`config.mk`:
```
export PLATFORM = sky130hd
export DESIGN_NAME = reg_wr_arbiter
export DESIGN_NICKNAME = d
export VERILOG_FILES = /design/src/rtl/reg_wr_arbiter.sv
export SDC_FILE = /design/constraint.sdc
export NUM_CORES = 1
export LEC_CHECK = 0
export ABC_AREA = 0
export BUFFER_PORTS_ARGS = -buffer_cell sky130_fd_sc_hd__buf_2
export CAP_MARGIN = 20
export CORE_AREA = 5 5 76 78
export CTS_BUF_LIST = sky130_fd_sc_hd__clkbuf_2
export DETAILED_ROUTE_END_ITERATION = 6
export DIE_AREA = 0 0 81 83
export GPL_TIMING_DRIVEN = 1
export PLACE_DENSITY = 0.82
export REMOVE_ABC_BUFFERS = 1
export SLEW_MARGIN = 5
export SYNTH_ARGS = -nofsm -noshare
export SYNTH_HDL_FRONTEND = slang
export SYNTH_SLANG_ARGS = --single-unit
export TNS_END_PERCENT = 100
```
`constraint.sdc`:
```
create_clock -name clk -period 2.1 [get_ports clk]
set_input_delay 0 -clock clk [delete_from_list [all_inputs] [get_ports clk]]
set_output_delay 0 -clock clk [all_outputs]
set_load 0.02 [all_outputs]
```
`src/rtl/reg_wr_arbiter.sv`:
```
// Round-robin arbiter for the single write port of the register file.
// Define REG_WR_ARB_CLEAR_EN to clear every entry to zero after reset.
module reg_wr_arbiter #(
  parameter int addr_width_p = 6,
  parameter int num_req_p    = 4,
  parameter int data_width_p = 32
) (
  input  logic                              clk,
  input  logic                              reset,
  input  logic [num_req_p-1:0]              req_v_i,
  input  logic [num_req_p*addr_width_p-1:0] req_addr_i,
  input  logic [num_req_p*data_width_p-1:0] req_data_i,
  output logic [num_req_p-1:0]              req_yumi_o,
  output logic                              wen_o,
  output logic [addr_width_p-1:0]           wa_o,
  output logic [data_width_p-1:0]           write_data_o,
  output logic                              busy_o,
  output logic [$clog2(num_req_p)-1:0]      grant_id_o
);

  localparam int          id_w = $clog2(num_req_p);
  localparam int unsigned nr   = num_req_p;

  logic [id_w-1:0]         last_r;
  logic [id_w-1:0]         grant_idx;
  logic [id_w-1:0]         cand;
  logic                    grant_found;
  logic                    clearing;
  logic [addr_width_p-1:0] clear_wa;

`ifdef REG_WR_ARB_CLEAR_EN
  typedef enum logic {S_CLEAR, S_ARB} state_e;

  state_e                  state_r, state_n;
  logic [addr_width_p-1:0] cnt_r, cnt_n;

  always_ff @(posedge clk) begin
    if (reset) begin
      state_r <= S_CLEAR;
      cnt_r   <= '0;
    end else begin
      state_r <= state_n;
      cnt_r   <= cnt_n;
    end
  end

  always_comb begin
    state_n = state_r;
    cnt_n   = cnt_r;
    if (state_r == S_CLEAR) begin
      cnt_n = cnt_r + 1'b1;
      if (cnt_r == '1) state_n = S_ARB;
    end
  end

  assign clearing = (state_r == S_CLEAR);
  assign clear_wa = cnt_r;
`else
  assign clearing = 1'b0;
  assign clear_wa = '0;
`endif

  // Search starts just after the last winner and wraps modulo num_req_p.
  always_comb begin
    grant_found = 1'b0;
    grant_idx   = '0;
    cand        = '0;
    for (int unsigned off = 1; off <= nr; off++) begin
      cand = id_w'((32'(last_r) + off) % nr);
      if (!grant_found && req_v_i[cand]) begin
        grant_found = 1'b1;
        grant_idx   = cand;
      end
    end
  end

  always_ff @(posedge clk) begin
    if (reset) begin
      last_r <= id_w'(num_req_p - 1);
    end else if (!clearing && grant_found) begin
      last_r <= grant_idx;
    end
  end

  always_comb begin
    req_yumi_o   = '0;
    wen_o        = 1'b0;
    wa_o         = '0;
    write_data_o = '0;
    busy_o       = 1'b0;
    grant_id_o   = '0;
    if (!reset) begin
      if (clearing) begin
        wen_o  = 1'b1;
        wa_o   = clear_wa;
        busy_o = 1'b1;
      end else if (grant_found) begin
        req_yumi_o[grant_idx] = 1'b1;
        grant_id_o            = grant_idx;
        wen_o                 = 1'b1;
        wa_o                  = req_addr_i[grant_idx*addr_width_p +: addr_width_p];
        write_data_o          = req_data_i[grant_idx*data_width_p +: data_width_p];
      end
    end
  end

endmodule

```
Yosys cells after proc, flatten, opt, wreduce, memory -nomap -nowiden:

Index checks and enable logic that the tools add are counted.

* bits in registers: 2
* output and inout port bits: 46
* logic and storage cells: 49
* bits of input ports: 158

* reduce and logical (&&, ||, !) cells: 7
* multipliers: 1
* muxes and demuxes: 28
* shifts and indexed selects: 2
* order comparisons: 6
* $add $sub $neg: 4

Operator list (number)
* 128-bit by 8-bit indexed part select with 32-bit output: 1
* 32-bit 2-to-1 mux: 2
* 24-bit by 6-bit indexed part select with 6-bit output: 1
* 2-bit by 3-bit < comparator with 1-bit output (second input constant): 5
* 2-bit 2-to-1 mux: 6
* 6-bit 2-to-1 mux: 2
* 1-bit 2-to-1 mux: 11
* 1-bit binary-select mux with 2-bit select: 4
* 4-bit 2-to-1 mux: 2
* 2-bit by 1-bit adder with 2-bit output (second input constant): 2
* 2-bit adder (second input constant): 2
* 1-bit logical AND: 4
* 2-bit by 2-bit multiplier with 4-bit output (second input constant): 1
* 1-bit zero test: 3
* 1-bit demux with 2-bit select: 1
* 2-bit by 1-bit greater-or-equal comparator with 1-bit output (second input constant): 1

Logic depth before layout (Yosys ltp):

* depth after elaboration: 19
* depth in mapped cells: 7
* gate-level depth less buffers: 4

Worst setup path before layout:

No wires, ideal clock.

* path type: flip-flop to output port
* start: reg last_r[0]
* end: out wa_o[0]
* arrival: 1576 ps
* slack: 524 ps
* buffers on the path: 2
* required time: 2100 ps
* cell stages (with the launch flop): 7
* cell sequence: dfxtp_1 and2b_4 nor3b_2 buf_4 buf_6 o21ai_1 a31oi_1

* longest elaborated chain between the ends: 17
* elaborated cells on any way between the ends: 30
* classes of those cells: add/sub (4); mul (1); shift (1); mux (18); reduce/logical (6)

Ends and longest elaborated chain
* start: declaration: line 24 `logic [id_w-1:0] last_r;`
* start signal: assignment: line 79 `last_r <= id_w'(num_req_p - 1);`
* start signal: assignment: line 81 `last_r <= grant_idx;`
* 2-bit by 1-bit adder with 2-bit output: line 69 `cand = id_w'((32'(last_r) + off) % nr);`
* 1-bit binary-select mux with 2-bit select: line 70 `if (!grant_found && req_v_i[cand]) begin`
* 1-bit 2-to-1 mux (implied by the code): line 70
* 1-bit 2-to-1 mux: line 70
* 1-bit zero test: line 70
* 1-bit logical AND: line 70
* 1-bit 2-to-1 mux: line 70
* 1-bit zero test: line 70
* 1-bit logical AND: line 70
* 1-bit 2-to-1 mux: line 70
* 1-bit zero test: line 70
* 1-bit logical AND: line 70
* 2-bit 2-to-1 mux: line 70
* 2-bit by 2-bit multiplier with 4-bit output: line 101 `wa_o = req_addr_i[grant_idx*addr_width_p +: addr_width_p];`
* 24-bit by 6-bit indexed part select with 6-bit output: line 101
* 6-bit 2-to-1 mux *: line 97 `end else if (grant_found) begin`
* 6-bit 2-to-1 mux *: line 92 `if (!reset) begin`
* end: declaration: line 15 `output logic [addr_width_p-1:0] wa_o,`

Mark *: on every way between the ends. The rest lies on a longest branch, timed or not. The select of a mux whose other input is x is not followed.

Final worst setup path:

* start: reg last_r[1]
* end: out write_data_o[31]

* longest elaborated chain between the ends: 16
* elaborated cells on any way between the ends: 29
* classes of those cells: add/sub (4); shift (1); mux (18); reduce/logical (6)

Ends and longest elaborated chain
* 2-bit by 1-bit adder with 2-bit output: line 69
* 1-bit binary-select mux with 2-bit select: line 70
* 1-bit 2-to-1 mux (implied by the code): line 70
* 1-bit 2-to-1 mux: line 70
* 1-bit zero test: line 70
* 1-bit logical AND: line 70
* 1-bit 2-to-1 mux: line 70
* 1-bit zero test: line 70
* 1-bit logical AND: line 70
* 1-bit 2-to-1 mux: line 70
* 1-bit zero test: line 70
* 1-bit logical AND: line 70
* 2-bit 2-to-1 mux: line 70
* 128-bit by 8-bit indexed part select with 32-bit output: line 102 `write_data_o = req_data_i[grant_idx*data_width_p +: data_width_p];`
* 32-bit 2-to-1 mux *: line 97
* 32-bit 2-to-1 mux *: line 92
* end: declaration: line 16 `output logic [data_width_p-1:0] write_data_o,`

Marks and branches as above.

==> results.sh <==
export IMPL_ys_flop_type="dfxtp_1"
export IMPL_cts_tree="done"
export IMPL_largest_register="last_r"
export IMPL_holdBufCountCts=0
export IMPL_critPathKind="flop to output pin"
export IMPL_syn_inst=267
export IMPL_grt_pass1_vias=2808
export IMPL_wl_per_cell_um=16.3
export IMPL_cts_root_buf="clkbuf_2"
export IMPL_cell_internal_pwr_mw=0.416
export IMPL_finalInstanceArea_mm2=0.00269
export IMPL_power_frac_clock=0.065
export IMPL_grt_overflow_total=0
export IMPL_ys_ff_latch=2
export IMPL_synth_edff_count=0
export IMPL_cp_end_kind="output pin"
export IMPL_pwr_density_cell_mw_per_mm2=337
export IMPL_start_util=0.327
export IMPL_ys_async_sr_fraction=0
export IMPL_synth_area_mm2=0.00164
export IMPL_syn_area_per_cell_um2=6.14
export IMPL_synthTopCellsByCount="nand2_1 (40), a31oi_1 (39), a32oi_1 (38), and2_1 (38), o21ai_0 (20)"
export IMPL_drc=0
export IMPL_cts_made_buffers=3
export IMPL_fin_crit_ns=1.94
export IMPL_cp_required_ns=2.10
export IMPL_max_freq_mhz=515
export IMPL_antenna_cells=0
export IMPL_synth_area_leader_cell="a32oi_1"
export IMPL_die_w_um=81
export IMPL_track_usage=0.234
export IMPL_cts_resized=0
export IMPL_htreeDepth=1
export IMPL_io_pins=204
export IMPL_max_vdd_ir_drop_v=0.000198
export IMPL_dieArea_mm2=0.00672
export IMPL_skew_ns=0.000774
export IMPL_layout_drive_gt1_share=0.502
export IMPL_placed_cells=517
export IMPL_area_growth_pct=63.8
export IMPL_place_congestion=0.874
export IMPL_seqPwrFrac=0.057
export IMPL_drv_slew=0
export IMPL_cts_sinks=2
export IMPL_drv_cap=0
export IMPL_fin_crit_sh=0.925
export IMPL_cp_arrival_ns=1.94
export IMPL_cts_buffer_depth=2
export IMPL_status="finished clean"
export IMPL_io_buffers=202
export IMPL_vias=2865
export IMPL_ys_top_cells_by_area="a32oi_1 (20%), a31oi_1 (15%), and2_1 (14%)"
export IMPL_yosysTopAreaCellShare=0.203
export IMPL_first_pass_iters=4
export IMPL_antenna_found_initial=1
export IMPL_power_frac_comb=0.878
export IMPL_min_path_type="primary input to flop"
export IMPL_via_per_inst=5.51
export IMPL_hold_violations=0
export IMPL_rsz0062_at_grt="false"
export IMPL_ys_seq_area_frac=0.0244
export IMPL_placed_area_mm2=0.00267
export IMPL_tightest_slew_ns=0.754
export IMPL_leakage_nw=1.32
export IMPL_grt_pass1_wl_mm=13.0
export IMPL_die_h_um=83
export IMPL_yosys_warnings=0
export IMPL_finish_net_count=610
export IMPL_switching_share=0.541
export IMPL_coreArea_mm2=0.00501
export IMPL_clock_latency_ns=0.19
export IMPL_post_cts_buffers=0
export IMPL_crit_path_start_kind="flop"
export IMPL_top_regs="last_r (2)"
export IMPL_clk_pin_slew_ns=0.03
export IMPL_synth_distinct_cells=28
export IMPL_utilization=0.536
export IMPL_whs_ns=0.0575
export IMPL_largest_register_ffs=2
export IMPL_ant_nets=0
export IMPL_synth_most_common_cell="nand2_1"
export IMPL_relSlewSlack=0.497
export IMPL_setup_violations_final=0
export IMPL_p_sw_mw=0.491
export IMPL_final_cells=520
export IMPL_path_max_fanout=25
export IMPL_grt_max_degree=32
export IMPL_wl_mm=8.46
export IMPL_first_iter_violations=121
export IMPL_dp_hpwl_mm=6.62
export IMPL_fp_row_count=26
[cells in the final DEF, fill, tap and decap left out, types with 4 or more instances in the layout]
| cell | Yosys | routed |
|---|---|---|
| buf_2 | 11 | 202 |
| a31oi_1 | 39 | 39 |
| o21ai_1 | 19 | 19 |
| nor2_1 | 8 | 8 |
| a32oi_1 | 38 | 38 |
| and2_1 | 38 | 38 |
| buf_4 | 4 | 13 |
| o21ai_0 | 20 | 20 |
| nand2b_1 | 4 | 4 |
| nand2_1 | 40 | 40 |
[cells by family (layout without fill, tap and decap cells)]
logic type | Yosys count | count (layout) | synth area share
AOI/OAI and AO/OA | 126 | 126 | 0.527
DFF | 2 | 2 | 0.0244
buffers and inverters | 40 | 223 | 0.137
and+or+nand+nor | 98 | 98 | 0.310
other | 1 | 1 | 0.00229
[stage by stage]
stage / setup slack [ns] / power, mW / TNS [ns]
finish: 0.158 / 0.907 / 0
global route: 0.0302 / 0.985 / 0
CTS: 0.133 / 0.909 / 0
detailed placement: 0.349 / 0.845 / 0
global placement: 0.358 / 0.832 / 0
floorplan: -0.240 / 0.467 / -7.87
[cell type report]
cell class                 count  area, um^2
clock buffer                   3        15.0
fill                         525        2320
inverter                       3        11.3
multi-input combinational    225        1390
sequential                     2        40.0
tap                           70        87.6
timing repair buffer         217        1140
[routing by layer]
metal / track usage / share of wire / vias to the layer above
li1: - / - / 1386
met1: 0.258 / 0.37 / 1314
met2: 0.442 / 0.52 / 148
met3: 0.0487 / 0.098 / 15
met4: 0.0522 / 0.014 / 2
met5: 0 / 0.0024 / -
[worst max-delay path, cell delays in order (launching register included)]
cell	delay, ns
dfxtp_1	0.52
nor2_1	0.09
a221o_1	0.34
buf_4	0.23
a32oi_1	0.24
a31oi_1	0.11
buf_2	0.20
[worst paths after layout]
check	depth (start not counted)	start	to	slack, ns
setup reg to reg	4	last_r[0]$_SDFFE_PP1N_	last_r[0]$_SDFFE_PP1N_	0.69
setup / recovery	6	last_r[1]$_SDFFE_PP1N_	write_data_o[31]	0.16
hold / removal	3	reset	last_r[1]$_SDFFE_PP1N_	0.06
hold reg to reg	2	last_r[0]$_SDFFE_PP1N_	last_r[0]$_SDFFE_PP1N_	0.65
[power groups by stage]
stage | clock network, mW | registers (mW) | logic [mW]
floorplan | 0 | 0.0498 | 0.417
global placement | 0 | 0.0512 | 0.781
detailed placement | 0 | 0.0522 | 0.793
CTS | 0.0624 | 0.0518 | 0.795
global route | 0.0622 | 0.0533 | 0.869
finish | 0.0589 | 0.0520 | 0.796
Note: power is estimated with default switching activity, not from simulation.
